**config.mk**
```make
export PLATFORM = sky130hd
export DESIGN_NAME = vc_fifo_buffer
export DESIGN_NICKNAME = d
export VERILOG_FILES = /design/src/rtl/vc_fifo_buffer_pkg.sv /design/src/rtl/vc_fifo_lane.sv /design/src/rtl/vc_fifo_buffer.sv
export SDC_FILE = /design/constraint.sdc
export NUM_CORES = 1
export LEC_CHECK = 0
export CAP_MARGIN = 20
export CORE_MARGIN = 2
export CORE_UTILIZATION = 25
export CTS_CLUSTER_SIZE = 25
export DETAILED_ROUTE_END_ITERATION = 12
export PLACE_DENSITY = 0.41
export SYNTH_ARGS = -nofsm -noshare
export SYNTH_HDL_FRONTEND = slang
export SYNTH_HIERARCHICAL = 1
export SYNTH_SLANG_ARGS = --single-unit
export TNS_END_PERCENT = 30
```
**constraint.sdc**
```tcl
create_clock -name clk -period 5 [get_ports clk]
set_input_delay 1.25 -clock clk [delete_from_list [all_inputs] [get_ports clk]]
set_output_delay 1.25 -clock clk [all_outputs]
set_load 0.05 [all_outputs]
```
**src/rtl/vc_fifo_buffer_pkg.sv**
```systemverilog
// ---------------------------------------------------------------------------
// vc_fifo_buffer_pkg
// Shared constants and width helpers for the multi-VC input buffer.
//   DATA_WIDTH_DEF : default flit width in bits
//   NUM_VC_DEF     : default number of virtual channels
//   clog2()        : ceiling log2, usable in parameter expressions
//   vc_width()     : VC index width, never below 1 bit
//   cnt_width()    : occupancy counter width (must hold the value DEPTH)
// ---------------------------------------------------------------------------
package vc_fifo_buffer_pkg;

    localparam int DATA_WIDTH_DEF = 64;
    localparam int NUM_VC_DEF     = 2;

    function automatic int clog2(input int n);
        int r;
        r = 0;
        while ((1 << r) < n) begin
            r++;
        end
        return r;
    endfunction

    function automatic int vc_width(input int num_vc);
        return (num_vc > 1) ? clog2(num_vc) : 1;
    endfunction

    function automatic int cnt_width(input int depth);
        return clog2(depth) + 1;
    endfunction

endpackage

```
**src/rtl/vc_fifo_lane.sv**
```systemverilog
// ---------------------------------------------------------------------------
// vc_fifo_lane
// One circular FIFO of DEPTH entries. The caller only asserts push when the
// lane can accept (not full, or popping in the same cycle) and pop when it is
// not empty; the lane itself does no request qualification.
// Ports:
//   clk, rst     : clock, synchronous active-high reset
//   push, din    : write strobe and flit
//   pop          : remove the head entry
//   head         : raw head entry (meaningless while empty)
//   count        : occupancy 0..DEPTH
//   full, empty  : occupancy == DEPTH / == 0
//   almost_full  : occupancy >= AF_LEVEL
// ---------------------------------------------------------------------------
module vc_fifo_lane
    import vc_fifo_buffer_pkg::*;
#(
    parameter int  DATA_WIDTH = DATA_WIDTH_DEF,
    parameter int  DEPTH      = 4,
    parameter int  AF_LEVEL   = DEPTH - 1,
    localparam int CNT_W      = cnt_width(DEPTH)
) (
    input  logic                  clk,
    input  logic                  rst,
    input  logic                  push,
    input  logic [DATA_WIDTH-1:0] din,
    input  logic                  pop,
    output logic [DATA_WIDTH-1:0] head,
    output logic [CNT_W-1:0]      count,
    output logic                  full,
    output logic                  empty,
    output logic                  almost_full
);

    localparam int PTR_W = clog2(DEPTH);

    logic [DATA_WIDTH-1:0] mem [DEPTH];
    logic [PTR_W-1:0]      wr_ptr;
    logic [PTR_W-1:0]      rd_ptr;
    logic [CNT_W-1:0]      cnt;

    // NOTE: storage has no reset; a location is only ever read after it has
    // been written, and leaving it out lets the array map onto plain RAM.
    always_ff @(posedge clk) begin
        if (push) begin
            mem[wr_ptr] <= din;
        end
    end

    // DEPTH is a power of two, so the PTR_W-bit pointers wrap DEPTH-1 -> 0
    // on their own.
    always_ff @(posedge clk) begin
        if (rst) begin
            // NOTE: sequential state uses non-blocking assignments only, so
            // every register samples pre-edge values regardless of order.
            wr_ptr <= '0;
            rd_ptr <= '0;
            cnt    <= '0;
        end else begin
            if (push) begin
                wr_ptr <= wr_ptr + 1'b1;
            end
            if (pop) begin
                rd_ptr <= rd_ptr + 1'b1;
            end
            case ({push, pop})
                2'b10:   cnt <= cnt + 1'b1;
                2'b01:   cnt <= cnt - 1'b1;
                default: cnt <= cnt;
            endcase
        end
    end

    assign head        = mem[rd_ptr];
    assign count       = cnt;
    assign full        = (cnt == CNT_W'(DEPTH));
    assign empty       = (cnt == '0);
    assign almost_full = (cnt >= CNT_W'(AF_LEVEL));

endmodule

```
**src/rtl/vc_fifo_buffer.sv**
```systemverilog
// ---------------------------------------------------------------------------
// vc_fifo_buffer
// Multi-virtual-channel router input buffer: NUM_VC independent FIFOs of
// DEPTH flits behind one write port and one read port. First-word-fall-
// through: the head flit of rd_vc is always on data_out.
// Ports:
//   clk, rst            : clock, synchronous active-high reset
//   wr_en, wr_vc, data_in : write request, target VC, flit
//   rd_en, rd_vc        : pop request and VC selecting data_out
//   data_out            : head flit of rd_vc, zero when that VC is empty
//   full, empty         : per-VC occupancy flags (state only)
//   almost_full         : per-VC count >= AF_LEVEL
//   count               : per-VC occupancy, VC v at [v*CNT_W +: CNT_W]
//   wr_err, rd_err      : one-cycle pulse after a rejected write / read
// ---------------------------------------------------------------------------
module vc_fifo_buffer
    import vc_fifo_buffer_pkg::*;
#(
    parameter int  DATA_WIDTH = DATA_WIDTH_DEF,
    parameter int  DEPTH      = 4,
    parameter int  NUM_VC     = NUM_VC_DEF,
    parameter int  AF_LEVEL   = DEPTH - 1,
    localparam int VC_W       = vc_width(NUM_VC),
    localparam int CNT_W      = cnt_width(DEPTH)
) (
    input  logic                    clk,
    input  logic                    rst,
    input  logic                    wr_en,
    input  logic [VC_W-1:0]         wr_vc,
    input  logic [DATA_WIDTH-1:0]   data_in,
    input  logic                    rd_en,
    input  logic [VC_W-1:0]         rd_vc,
    output logic [DATA_WIDTH-1:0]   data_out,
    output logic [NUM_VC-1:0]       full,
    output logic [NUM_VC-1:0]       empty,
    output logic [NUM_VC-1:0]       almost_full,
    output logic [NUM_VC*CNT_W-1:0] count,
    output logic                    wr_err,
    output logic                    rd_err
);

    // Every encodable VC index gets a slot. Slots past NUM_VC look both full
    // and empty, so out-of-range requests are rejected by the ordinary
    // full/empty checks without a separate range compare.
    localparam int NUM_SLOT = 1 << VC_W;

    logic [NUM_VC-1:0]     lane_push;
    logic [NUM_VC-1:0]     lane_pop;
    logic [DATA_WIDTH-1:0] lane_head [NUM_VC];
    logic [CNT_W-1:0]      lane_count [NUM_VC];

    logic [NUM_SLOT-1:0]   slot_full;
    logic [NUM_SLOT-1:0]   slot_empty;
    logic [DATA_WIDTH-1:0] slot_head [NUM_SLOT];

    logic rd_accept;
    logic wr_accept;

    // A full VC still takes a write when the same cycle pops it.
    assign rd_accept = rd_en && !slot_empty[rd_vc];
    assign wr_accept = wr_en && (!slot_full[wr_vc] || (rd_accept && (rd_vc == wr_vc)));

    for (genvar v = 0; v < NUM_VC; v++) begin : g_lane
        assign lane_push[v] = wr_accept && (wr_vc == VC_W'(v));
        assign lane_pop[v]  = rd_accept && (rd_vc == VC_W'(v));

        vc_fifo_lane #(
            .DATA_WIDTH (DATA_WIDTH),
            .DEPTH      (DEPTH),
            .AF_LEVEL   (AF_LEVEL)
        ) u_lane (
            .clk         (clk),
            .rst         (rst),
            .push        (lane_push[v]),
            .din         (data_in),
            .pop         (lane_pop[v]),
            .head        (lane_head[v]),
            .count       (lane_count[v]),
            .full        (full[v]),
            .empty       (empty[v]),
            .almost_full (almost_full[v])
        );

        assign count[v*CNT_W +: CNT_W] = lane_count[v];
    end

    for (genvar s = 0; s < NUM_SLOT; s++) begin : g_slot
        if (s < NUM_VC) begin : g_real
            assign slot_full[s]  = full[s];
            assign slot_empty[s] = empty[s];
            assign slot_head[s]  = lane_head[s];
        end else begin : g_absent
            assign slot_full[s]  = 1'b1;
            assign slot_empty[s] = 1'b1;
            assign slot_head[s]  = '0;
        end
    end

    always_comb begin
        // NOTE: default first, so no path through this block leaves data_out
        // unassigned and a latch cannot be inferred.
        data_out = '0;
        if (!slot_empty[rd_vc]) begin
            data_out = slot_head[rd_vc];
        end
    end

    // Error pulses report the previous cycle's rejections; a reset cycle
    // discards its requests silently.
    always_ff @(posedge clk) begin
        if (rst) begin
            wr_err <= 1'b0;
            rd_err <= 1'b0;
        end else begin
            wr_err <= wr_en && !wr_accept;
            rd_err <= rd_en && !rd_accept;
        end
    end

endmodule
```
; After elaboration in Yosys (flattened, before gate mapping)
; Memory sizes are Yosys's and may differ from the RTL's. A register that Yosys moved wholly into a read port is not among the register bits.
; Index checks and enable logic that the tools add are counted.
[classes]
bitwise_logic = 3
eq_ne = 7
n_reduce_logical = 18
n_addsub = 8
mux = 18
n_lt_le_gt_ge = 5
[ops]
columns = operator, n
row1 = 2-to-1 mux 64 bit, 4
row2 = one-hot mux 3 bit (2 select lines), 2
row3 = logical AND 1 bit, 9
row4 = adder 2 x 1 -> 2 bit (second input constant), 4
row5 = 2-to-1 mux 1 bit, 8
row6 = 2-to-1 mux 2 bit, 4
row7 = adder 3 x 1 -> 3 bit (second input constant), 2
row8 = == test 3 bit (second input constant), 2
row9 = >= comparator 3 x 2 -> 1 bit (second input constant), 2
row10 = logical NOT 3 bit, 2
row11 = subtractor 3 x 1 -> 3 bit (second input constant), 2
row12 = == test 2 x 1 -> 1 bit (second input constant), 2
row13 = == test 2 bit (second input constant), 2
row14 = logical NOT 1 bit, 4
row15 = less-than comparator 1 x 2 -> 1 bit (second input constant), 2
row16 = nonzero test 2 bit, 2
row17 = >= comparator 2 bit (second input constant), 1
row18 = NOT 1 bit, 2
row19 = NOT 1 -> 2 bit, 1
row20 = == test 1 bit, 1
row21 = logical OR 1 bit, 1
[word_totals]
memories = 2
wordCells = 69
ramBits = 512
out_inout_bits = 78
register_bits = 16
[mem_list]
columns = memory, words, width, read_ports, rd_clocked_by_memory_dff, wr, line_no
row1 = g_lane[0].u_lane.mem, 4, 64, 1, 1, 1, vc_fifo_lane.sv:37  ; logic [DATA_WIDTH-1:0] mem [DEPTH];
row2 = g_lane[1].u_lane.mem, 4, 64, 1, 1, 1, vc_fifo_lane.sv:37

; Longest topological paths before layout
; Gate-level depths: netlist of the first run.
[depth]
depth_word = 11
ltp_mapped = 11
ltp_nobuf = 11

; By module
; Netlist of the first run, hierarchy kept.
[modules_own_cells]
columns = module, seq_area_each_um2, cells_each, n_inst, area_each_um2
row1 = vc_fifo_lane, 7867.5, 382, 2, 9751.9
row2 = vc_fifo_buffer, 40.0, 156, 1, 1566.5

; Worst setup path after synthesis of the first run
; No wires, ideal clock.
[synth_timing]
path_type = input to register
from = in rd_vc
to = mem g_lane[0].u_lane/mem[0][0] (netlist name), enable pin
arrival_ns = 3.520
n_path_buf = 0
t_required_ns = 4.571
path_stages = 3
path_slack_ns = 1.052
setup_ns = 0.429
path_cell_list = nor3b_1 > o211a_1 > and2_1
[synth_via]
elab_chain_cells = 10
[synth_rtl]
columns = item, line_no
row1 = start: declaration, vc_fifo_buffer.sv:32  ; input logic [VC_W-1:0] rd_vc,
row2 = 2-to-1 mux 1 bit (not written as such) (2 in a row), vc_fifo_buffer.sv:60  ; assign rd_accept = rd_en && !slot_empty[rd_vc];
row3 = logical NOT 1 bit, --
row4 = logical AND 1 bit, vc_fifo_buffer.sv:60
row5 = logical AND 1 bit (*), vc_fifo_buffer.sv:61  ; assign wr_accept = wr_en && (!slot_full[wr_vc] || (rd_accept && (rd_vc == wr_vc)));
row6 = logical OR 1 bit (*), vc_fifo_buffer.sv:61
row7 = logical AND 1 bit (*), vc_fifo_buffer.sv:61
row8 = logical AND 1 bit (*), vc_fifo_buffer.sv:64  ; assign lane_push[v] = wr_accept && (wr_vc == VC_W'(v));
row9 = named net lane_push[0], vc_fifo_buffer.sv:47  ; logic [NUM_VC-1:0] lane_push;
row10 = 2-to-1 mux 1 bit (*), vc_fifo_lane.sv:45  ; if (push) begin
row11 = 2-to-1 mux 1 bit (not written as such) (*), vc_fifo_lane.sv:46  ; mem[wr_ptr] <= din;
row12 = end: declaration, vc_fifo_lane.sv:37
; The timed path passes the listed nets; every way through them passes the cells marked *. The select of a mux whose other input is x is not followed.

==> results.yml, run 1 <==
synth:
  yosysTopAreaCellShare_pct: 73.0
  ys_seq_elements: 532
  synthFlopType: "edfxtp_1"
  syn_area_sq_mm: 0.0211
  synthesis.nets: 1002
  seq_area_frac_synth_pct: 74.9
  synth_area_leaders: "edfxtp_1 (73%), mux4_2 (13%), mux2i_1 (3.1%)"
  synth-edff-count: 512
  yosysTopAreaCell: "edfxtp_1"
  ys_async_sr_fraction_pct: 0
  synthDistinctLibCells: 33
  ys_warn_count: 6
  syn_avg_cell_area_sq_um: 22.9
  netlist_instances: 920
floorplanning:
  fp-row-count: 106
  initial_core_util_pct: 25.2
  die_y_um: 294
  design.core.area_sq_mm: 0.0836
  ios: 148
  chipWidth_um: 294
  die_area_sq_mm: 0.0866
route:
  dr_total_vias: 9548
  drtIter0Drc: 677
  route.detailed.drc: 0
  vias_per_cell: 4.25
  wl_per_cell_um: 22.6
  drtAntennaViolNets: 0
  routed_wl_um: 50600
  first_pass_iters: 5
worst_setup_path:
  worstRegToRegCells: 10
  max_stage_delay_ps: 730
  cpLargestDelayFamily: "multiplexers"
  rr_startpoint: "g_lane[0].u_lane/count[0]$_SDFFE_PP0P_"
  crit_path_cell_trace: "buf_4, mux4_2, mux2i_1, nor2_4, buf_12"
  cp-start-kind: "flop"
  cp_slowest_cell: "dfxtp_4"
  end_kind: "output port"
  worstReg2RegEnd: "g_lane[0].u_lane/count[2]$_SDFFE_PP0P_"
  cp.required_ps: 3750
  worstPathArrival_ps: 2980
  worst-r2r-setup-slack_ps: 2170
  cp_num_buf_inv: 2
  worstPathMaxFanout: 23
  worstSetupPathType: "flop to output port"
timing:
  fmax_mhz: 236
  slew_headroom_pct: 50.1
  fin_skew_ps: 27.3
  tns_ps: 0
  hold_viol_final: 0
  period_share_pct: 84.6
  setup_viol_count_final: 0
  finalMaxSlewViolations: 0
  rsz0062_at_grt: "no"
  worst_pin_slew_ps: 746
  finalCriticalPeriod_ps: 4230
worst_hold_path:
  min_path_cells: 2
  min_path_type: "flop to flop"
  min-delay-start: "g_lane[1].u_lane/rd_ptr[1]$_SDFFE_PP0P_"
  holdPathEnd: "g_lane[1].u_lane/rd_ptr[1]$_SDFFE_PP0P_"
cts:
  cts_buffer_depth: 3
  cts_setup_buffers: 0
  hold_buffers: 0
  clk_pin_slew_ps: 60
  cts.sinks: 532
  htree_levels: 2
  ctsResizeCount: 0
  cts_tree: "yes"
  clock-root-buffer: "clkbuf_16"
  clkLatencyLatePin_ps: 610
  cts_buffers: 57
layout:
  final_cell_mix: "edfxtp_1 (512), mux4_2 (120), clkdlybuf4s50_1 (82)"
  finalNonFillerCells: 2244
  layout_commonest_cell: "edfxtp_1"
  nets: 1196
  drive_above_1_share_pct: 31.5
  syn_to_final_growth_pct: 23.6
placement:
  dpl.hpwl_um: 28900
  io_buffers: 147
  dp_cells: 2135
  place_congestion: 0.651
global_routing:
  gr-total-overflow: 0
  grt_usage_pct: 11.8
  antenna_found_initial: 8
  grt_max_degree: 65
  grt_pass1_vias: 10600
  grt_pass1_wl_um: 73900
power:
  max-vdd-ir-drop_mv: 0.285
  p_per_area_mw_per_mm2: 418
  cellLeakagePower_nw: 8.21
outcome:
  outcome: "finished clean"
run:
  maxCapViolations: 0
-- stage by stage --
step | utilization (%) | setup WS, ps | hold WS [ps] | power [mW] | instance area (sq um)
final | 31.2 | 768 | 524 | 10.9 | 26100
after floorplan | - | 1050 | 485 | 6.15 | 21100
after CTS | 31.2 | 629 | 531 | 11.1 | 26000
after global routing | 31.2 | 539 | 566 | 11.3 | 26100
after detailed placement | 28.9 | 769 | 512 | 6.74 | 24100
after global placement | 28.9 | 781 | 500 | 6.73 | 24100
-- layer usage --
metal	GRT usage, %	vias up	part of all wire [%]
li1	-	4192	-
met1	14.9	5112	43
met2	20.8	152	51
met3	2.14	82	3.6
met4	3.35	10	2.2
met5	0	-	0.12
-- worst max path at each step --
stage | from | to | slack (ps) | depth (start not counted)
2_1_floorplan | rd_vc | g_lane[0].u_lane/mem[0][0]$_DFFE_PP_ | 1050 | 3
3_3_place_gp | rd_vc | data_out[60] | 780 | 5
3_5_place_dp | rd_vc | data_out[60] | 770 | 5
4_1_cts | flop | data_out[48] | 630 | 5
5_1_grt | g_lane[0].u_lane/count[0]$_SDFFE_PP0P_ | data_out[55] | 540 | 5
6_report | flop | data_out[48] | 770 | 5
-- cell type report --
type	instances	area, sq um
well taps	1080	1350
inverters	15	56.3
multi-input cells	329	4760
diodes	2	5.00
flip-flops and latches	532	15800
fillers	8053	57500
clock inverters	42	459
repair buffers	179	2170
clock buffers	65	1460
-- power breakdown --
group	internal (mW)	total [mW]	switching, mW
Combinational	0.620	1.54	0.916
Clock	2.55	4.30	1.74
Sequential	5.00	5.05	0.0542
-- Yosys cell counts, types with 2 or more instances --
cell        n
or3_1       2
buf_12     17
and3b_1     2
mux4_2    120
o21ai_0     2
a21o_1      2
and2_1      8
nand2_1     2
mux2i_1    66
nor2_4     50
ha_1       10
buf_4       6
clkbuf_1    2
edfxtp_1  512
a21oi_1     4
nor2_1     30
mux4_1      8
and3_1      2
fa_1        2
dfxtp_1    20
xnor2_1     4
o211a_1     2
xor2_1      6
buf_2      13
inv_1      15
nor3_1      2
clkbuf_2    2
buf_6       4
-- state kept, by name (all words and copies together), names as in the netlist, named ones only --
register and cells:
g_lane.u_lane/mem 512, g_lane.u_lane/count 6, g_lane.u_lane/rd_ptr 4, g_lane.u_lane/wr_ptr 4, rd_err 1, wr_err 1
-- worst register-to-register path: cells and delay by family (launching register included) --
kind	cells	cell delay (ps)
xor gates and xnor gates	1	160
and+or+nand+nor	3	1040
adders and majority gates	2	540
buffers and inverters	2	150
DFF	1	350
AOI/OAI and AO/OA	2	510
-- cells by family (layout without fill, tap and decap cells) --
logic type,Yosys count,in the layout,share of synthesized area (%)
muxes,195,195,17.0
adders and majority gates,12,12,0.784
buffers and inverters,59,301,2.70
AOI/OAI and AO/OA,11,11,0.338
xor gates and xnor gates,10,10,0.416
DFF,532,532,74.9
other,0,2,0
and+or+nand+nor,101,101,3.86
(Power assumes the default switching activity.)
==> inputs of run 2 (changes only) <==
==> constraint.sdc (replaced) <==
create_clock -name clk -period 4.31 [get_ports clk]
set_input_delay 1.0775 -clock clk [delete_from_list [all_inputs] [get_ports clk]]
set_output_delay 1.0775 -clock clk [all_outputs]
set_load 0.05 [all_outputs]
==> results.yml, run 2 (synthesis results as in run 1) <==
outcome:
  outcome: "finished clean"
route:
  routed_wl_um: 50100
  drtAntennaViolNets: 0
  wl_per_cell_um: 22.4
  drtIter0Drc: 570
  dr_total_vias: 9506
  vias_per_cell: 4.24
  first_pass_iters: 5
  route.detailed.drc: 0
timing:
  tns_ps: 0
  slew_headroom_pct: 51.3
  period_share_pct: 90.3
  setup_viol_count_final: 0
  hold_viol_final: 0
  fmax_mhz: 257
  rsz0062_at_grt: "no"
  worst_pin_slew_ps: 728
  fin_skew_ps: 13.7
  finalMaxSlewViolations: 0
  finalCriticalPeriod_ps: 3890
placement:
  io_buffers: 147
  place_congestion: 0.672
  dpl.hpwl_um: 29900
cts:
  cts_setup_buffers: 0
  ctsResizeCount: 0
  cts_tree: "yes"
  htree_levels: 2
  clk_pin_slew_ps: 50
  clkLatencyLatePin_ps: 590
  cts_buffers: 57
  cts_buffer_depth: 3
  cts.sinks: 532
  hold_buffers: 0
  clock-root-buffer: "clkbuf_16"
worst_setup_path:
  worstRegToRegCells: 10
  cp.required_ps: 3230
  worstSetupPathType: "flop to output port"
  worstPathMaxFanout: 21
  end_kind: "output port"
  cp-start-kind: "flop"
  worstPathArrival_ps: 2810
layout:
  fill_cells: 8016
  largest_reg_flops: 512
  seq_area_sq_mm: 0.0158
  layout_commonest_cell: "edfxtp_1"
  multi_input_area_sq_mm: 0.00476
  nets: 1202
  syn_to_final_growth_pct: 25.0
  final_cell_mix: "edfxtp_1 (512), mux4_2 (120), buf_12 (87)"
  top_register: "g_lane.u_lane/mem"
  drive_above_1_share_pct: 31.2
floorplanning:
  fp-row-count: 106
  die_y_um: 294
  die_area_sq_mm: 0.0866
  chipWidth_um: 294
  ios: 148
  design.core.area_sq_mm: 0.0836
  initial_core_util_pct: 25.2
global_routing:
  grt_pass1_vias: 10400
  grt_usage_pct: 11.7
  grt_pass1_wl_um: 73300
  antenna_found_initial: 6
  grt_use_met3_pct: 2.48
  use_met1_pct: 13.8
  grt-busiest-layer: "met2"
  grtUsageMet2_pct: 21.4
  gr-total-overflow: 0
  grt_max_degree: 67
worst_hold_path:
  min_path_cells: 2
  min_path_type: "flop to flop"
power:
  cellLeakagePower_nw: 8.27
  p_per_area_mw_per_mm2: 466
  max-vdd-ir-drop_mv: 0.296
  p_total_mw: 12.3
run:
  maxCapViolations: 0
## run 2: routing by layer
metal,routed length (um),vias to the layer above
met3,2010,81
met4,1050,10
met1,20100,5080
li1,-,4185
met5,61,-
met2,26900,150
## run 2: final timing paths
kind              slack, ps                                    start                                      end
setup / recovery        420                                     flop                              data_out[5]
hold / removal          520  g_lane[1].u_lane/rd_ptr[1]$_SDFFE_PP0P_  g_lane[1].u_lane/rd_ptr[1]$_SDFFE_PP0P_
setup reg to reg       1570   g_lane[1].u_lane/count[0]$_SDFFE_PP0P_   g_lane[1].u_lane/count[2]$_SDFFE_PP0P_
hold reg to reg         520  g_lane[1].u_lane/rd_ptr[1]$_SDFFE_PP0P_  g_lane[1].u_lane/rd_ptr[1]$_SDFFE_PP0P_
## run 2: layout make-up
cell class | instances | area share [%]
clock inverters | 25 | 0.532
repair buffers | 185 | 10.2
flip-flops and latches | 532 | 60.0
diodes | 1 | 0.00950
well taps | 1080 | 5.13
multi-input cells | 329 | 18.1
clock buffers | 76 | 5.88
inverters | 15 | 0.214
## run 2: worst max-delay path: stages (launching register included)
cell     delay (ps)
dfxtp_4         710
buf_4           380
mux4_2          540
mux2i_1         190
nor2_1          150
buf_12          220
## run 2: through the flow
step,utilization [%],cells,instance area (sq um),hold slack [ps],worst slack (ps)
after detailed placement,29.5,2141,24600,520,554
after global routing,31.5,2243,26300,575,208
after CTS,31.5,2242,26300,535,289
final,31.5,2243,26300,524,420
after floorplan,-,920,21100,485,425
after global placement,29.5,2141,24600,512,585
## run 2: power breakdown
| group | total [mW] | switching (mW) | internal, mW |
|---|---|---|---|
| combinational | 1.94 | 1.09 | 0.840 |
| sequential | 5.86 | 0.0563 | 5.80 |
| clock | 4.48 | 1.92 | 2.55 |
==> inputs of run 3 (changes only) <==
--- a/config.mk
+++ b/config.mk
@@ -11,6 +11,7 @@
 export CTS_CLUSTER_SIZE = 25
 export DETAILED_ROUTE_END_ITERATION = 12
 export PLACE_DENSITY = 0.41
+export REMOVE_ABC_BUFFERS = 1
 export SYNTH_ARGS = -nofsm -noshare
 export SYNTH_HDL_FRONTEND = slang
 export SYNTH_HIERARCHICAL = 1
==> results.yml, run 3 (synthesis results as in run 1) <==
cts:
  cts_setup_buffers: 0
  cts.sinks: 532
  clock-root-buffer: "clkbuf_16"
  cts_tree: "yes"
  clk_pin_slew_ps: 60
  cts_buffers: 59
  htree_levels: 2
  cts_buffer_depth: 3
  hold_buffers: 0
  clkLatencyLatePin_ps: 630
  ctsResizeCount: 0
power:
  p_sw_share_pct: 25.2
  p_per_area_mw_per_mm2: 477
  pwr-share-seq_pct: 46.4
  max-vdd-ir-drop_mv: 0.245
  cellLeakagePower_nw: 8.32
  intPower_mw: 9.44
  p_clk_share_pct: 38.2
  p_switching_mw: 3.18
  combPwrFrac_pct: 15.4
global_routing:
  grt_use_met3_pct: 2.81
  grtUsageMet2_pct: 19.2
  grt_usage_pct: 11.8
  use_met1_pct: 16.0
  grt_pass1_wl_um: 73500
  grt-busiest-layer: "met2"
  grt_pass1_vias: 10500
  antenna_found_initial: 6
  grt_max_degree: 67
  gr-total-overflow: 0
route:
  drtIter0Drc: 546
  wl_per_cell_um: 22.6
  drtAntennaViolNets: 0
  dr_total_vias: 9585
  first_pass_iters: 4
  route.detailed.drc: 0
  routed_wl_um: 50800
  vias_per_cell: 4.27
worst_setup_path:
  worstPathMaxFanout: 43
  cp.required_ps: 3230
  cp_num_buf_inv: 3
  cp_slowest_cell: "mux2_8"
  cp-start-kind: "flop"
  cpLargestDelayFamily: "buffers and inverters"
  end_kind: "output port"
  crit_path_cell_trace: "nor3_2, buf_4, mux2_8, buf_4, nor2_1, buf_12"
  worstPathArrival_ps: 3020
  max_stage_delay_ps: 650
  cpMostUsedCell: "buf_4"
  worstSetupPathType: "flop to output port"
layout:
  nets: 1202
  top_register: "g_lane.u_lane/mem"
  fill_cells: 7997
  layout_commonest_cell: "edfxtp_1"
  largest_reg_flops: 512
  syn_to_final_growth_pct: 25.6
  diodes: 0
  final_cell_mix: "edfxtp_1 (512), mux4_2 (120), buf_12 (85)"
  drive_above_1_share_pct: 31.4
  utilization_pct: 31.7
timing:
  period_share_pct: 95.0
  worst_pin_slew_ps: 748
  fmax_mhz: 244
  finalMaxSlewViolations: 0
  fin_skew_ps: 26.6
  hold_viol_final: 0
  tns_ps: 0
  slew_headroom_pct: 50.1
  rsz0062_at_grt: "no"
  setup_viol_count_final: 0
  finalCriticalPeriod_ps: 4090
floorplanning:
  fp-row-count: 106
  chipWidth_um: 294
  design.core.area_sq_mm: 0.0836
  die_y_um: 294
  die_area_sq_mm: 0.0866
  initial_core_util_pct: 25.2
  ios: 148
placement:
  place_congestion: 0.671
  io_buffers: 147
  dpl.hpwl_um: 29500
outcome:
  outcome: "finished clean"
run:
  maxCapViolations: 0
worst_hold_path:
  min_path_type: "flop to flop"
## run 3: changes by cell type in the layout (fill, tap and decap cells not counted), moves of 2 or more
cell / previous run / this run
buf_12: 87 / 85
bufinv_16: 1 / 5
clkbuf_1: 14 / 11
clkbuf_16: 57 / 59
clkbuf_8: 5 / 0
clkinv_1: 11 / 16
clkinv_2: 12 / 10
clkinv_8: 0 / 2
clkinvlp_4: 0 / 2
nor3_1: 2 / 0
nor3_2: 0 / 2
## run 3: worst paths after layout
kind	startpoint	end	slack, ps	cells past startpoint
worst max register to register	g_lane[1].u_lane/count[0]$_SDFFE_PP0P_	g_lane[1].u_lane/count[2]$_SDFFE_PP0P_	1450	11
worst min-delay path	g_lane[1].u_lane/rd_ptr[1]$_SDFFE_PP0P_	g_lane[1].u_lane/rd_ptr[1]$_SDFFE_PP0P_	530	2
worst max-delay path	g_lane[1].u_lane/count[0]$_SDFFE_PP0P_	data_out[7]	220	6
worst min register to register	g_lane[1].u_lane/rd_ptr[1]$_SDFFE_PP0P_	g_lane[1].u_lane/rd_ptr[1]$_SDFFE_PP0P_	530	2
## run 3: final cells by class
cell class / count / area (sq um) / area share (%)
Multi-Input combinational cell: 329 / 4770 / 18.0
Tap cell: 1080 / 1350 / 5.10
Timing Repair Buffer: 183 / 2640 / 9.98
Sequential cell: 532 / 15800 / 59.7
Clock buffer: 70 / 1520 / 5.73
Clock inverter: 38 / 345 / 1.30
Inverter: 15 / 56.3 / 0.213
## run 3: layer usage
layer / part of all wire, % / vias to the layer above
li1: - / 4204
met1: 46 / 5123
met2: 48 / 181
met3: 4.8 / 65
met4: 1.4 / 12
met5: 0.16 / -
## run 3: power groups by stage
stage               Clock, mW  Sequential [mW]  Combinational, mW
detailed placement          0             5.97               1.99
finish                   4.82             5.86               1.94
global placement            0             5.96               1.98
CTS                      5.00             5.86               2.00
global route             5.19             5.87               2.05
floorplan                   0             6.02              0.994
## run 3: tightest hold or removal path, delay by kind of cell, from the launching register on
kind	cells	cell delay [ps]
DFF	1	320
and+or+nand+nor	1	100
xor gates and xnor gates	1	70
## run 3: stage by stage
step | hold WS, ps | instances | power (mW) | instance area (sq um) | setup slack [ps]
3_5_place_dp | 520 | 2139 | 7.96 | 24600 | 348
3_3_place_gp | 505 | 2139 | 7.94 | 24600 | 362
6_report | 534 | 2247 | 12.6 | 26500 | 215
5_1_grt | 553 | 2247 | 13.1 | 26500 | 12.3
2_1_floorplan | 485 | 876 | 7.01 | 20600 | -807
4_1_cts | 539 | 2247 | 12.9 | 26500 | 97.2
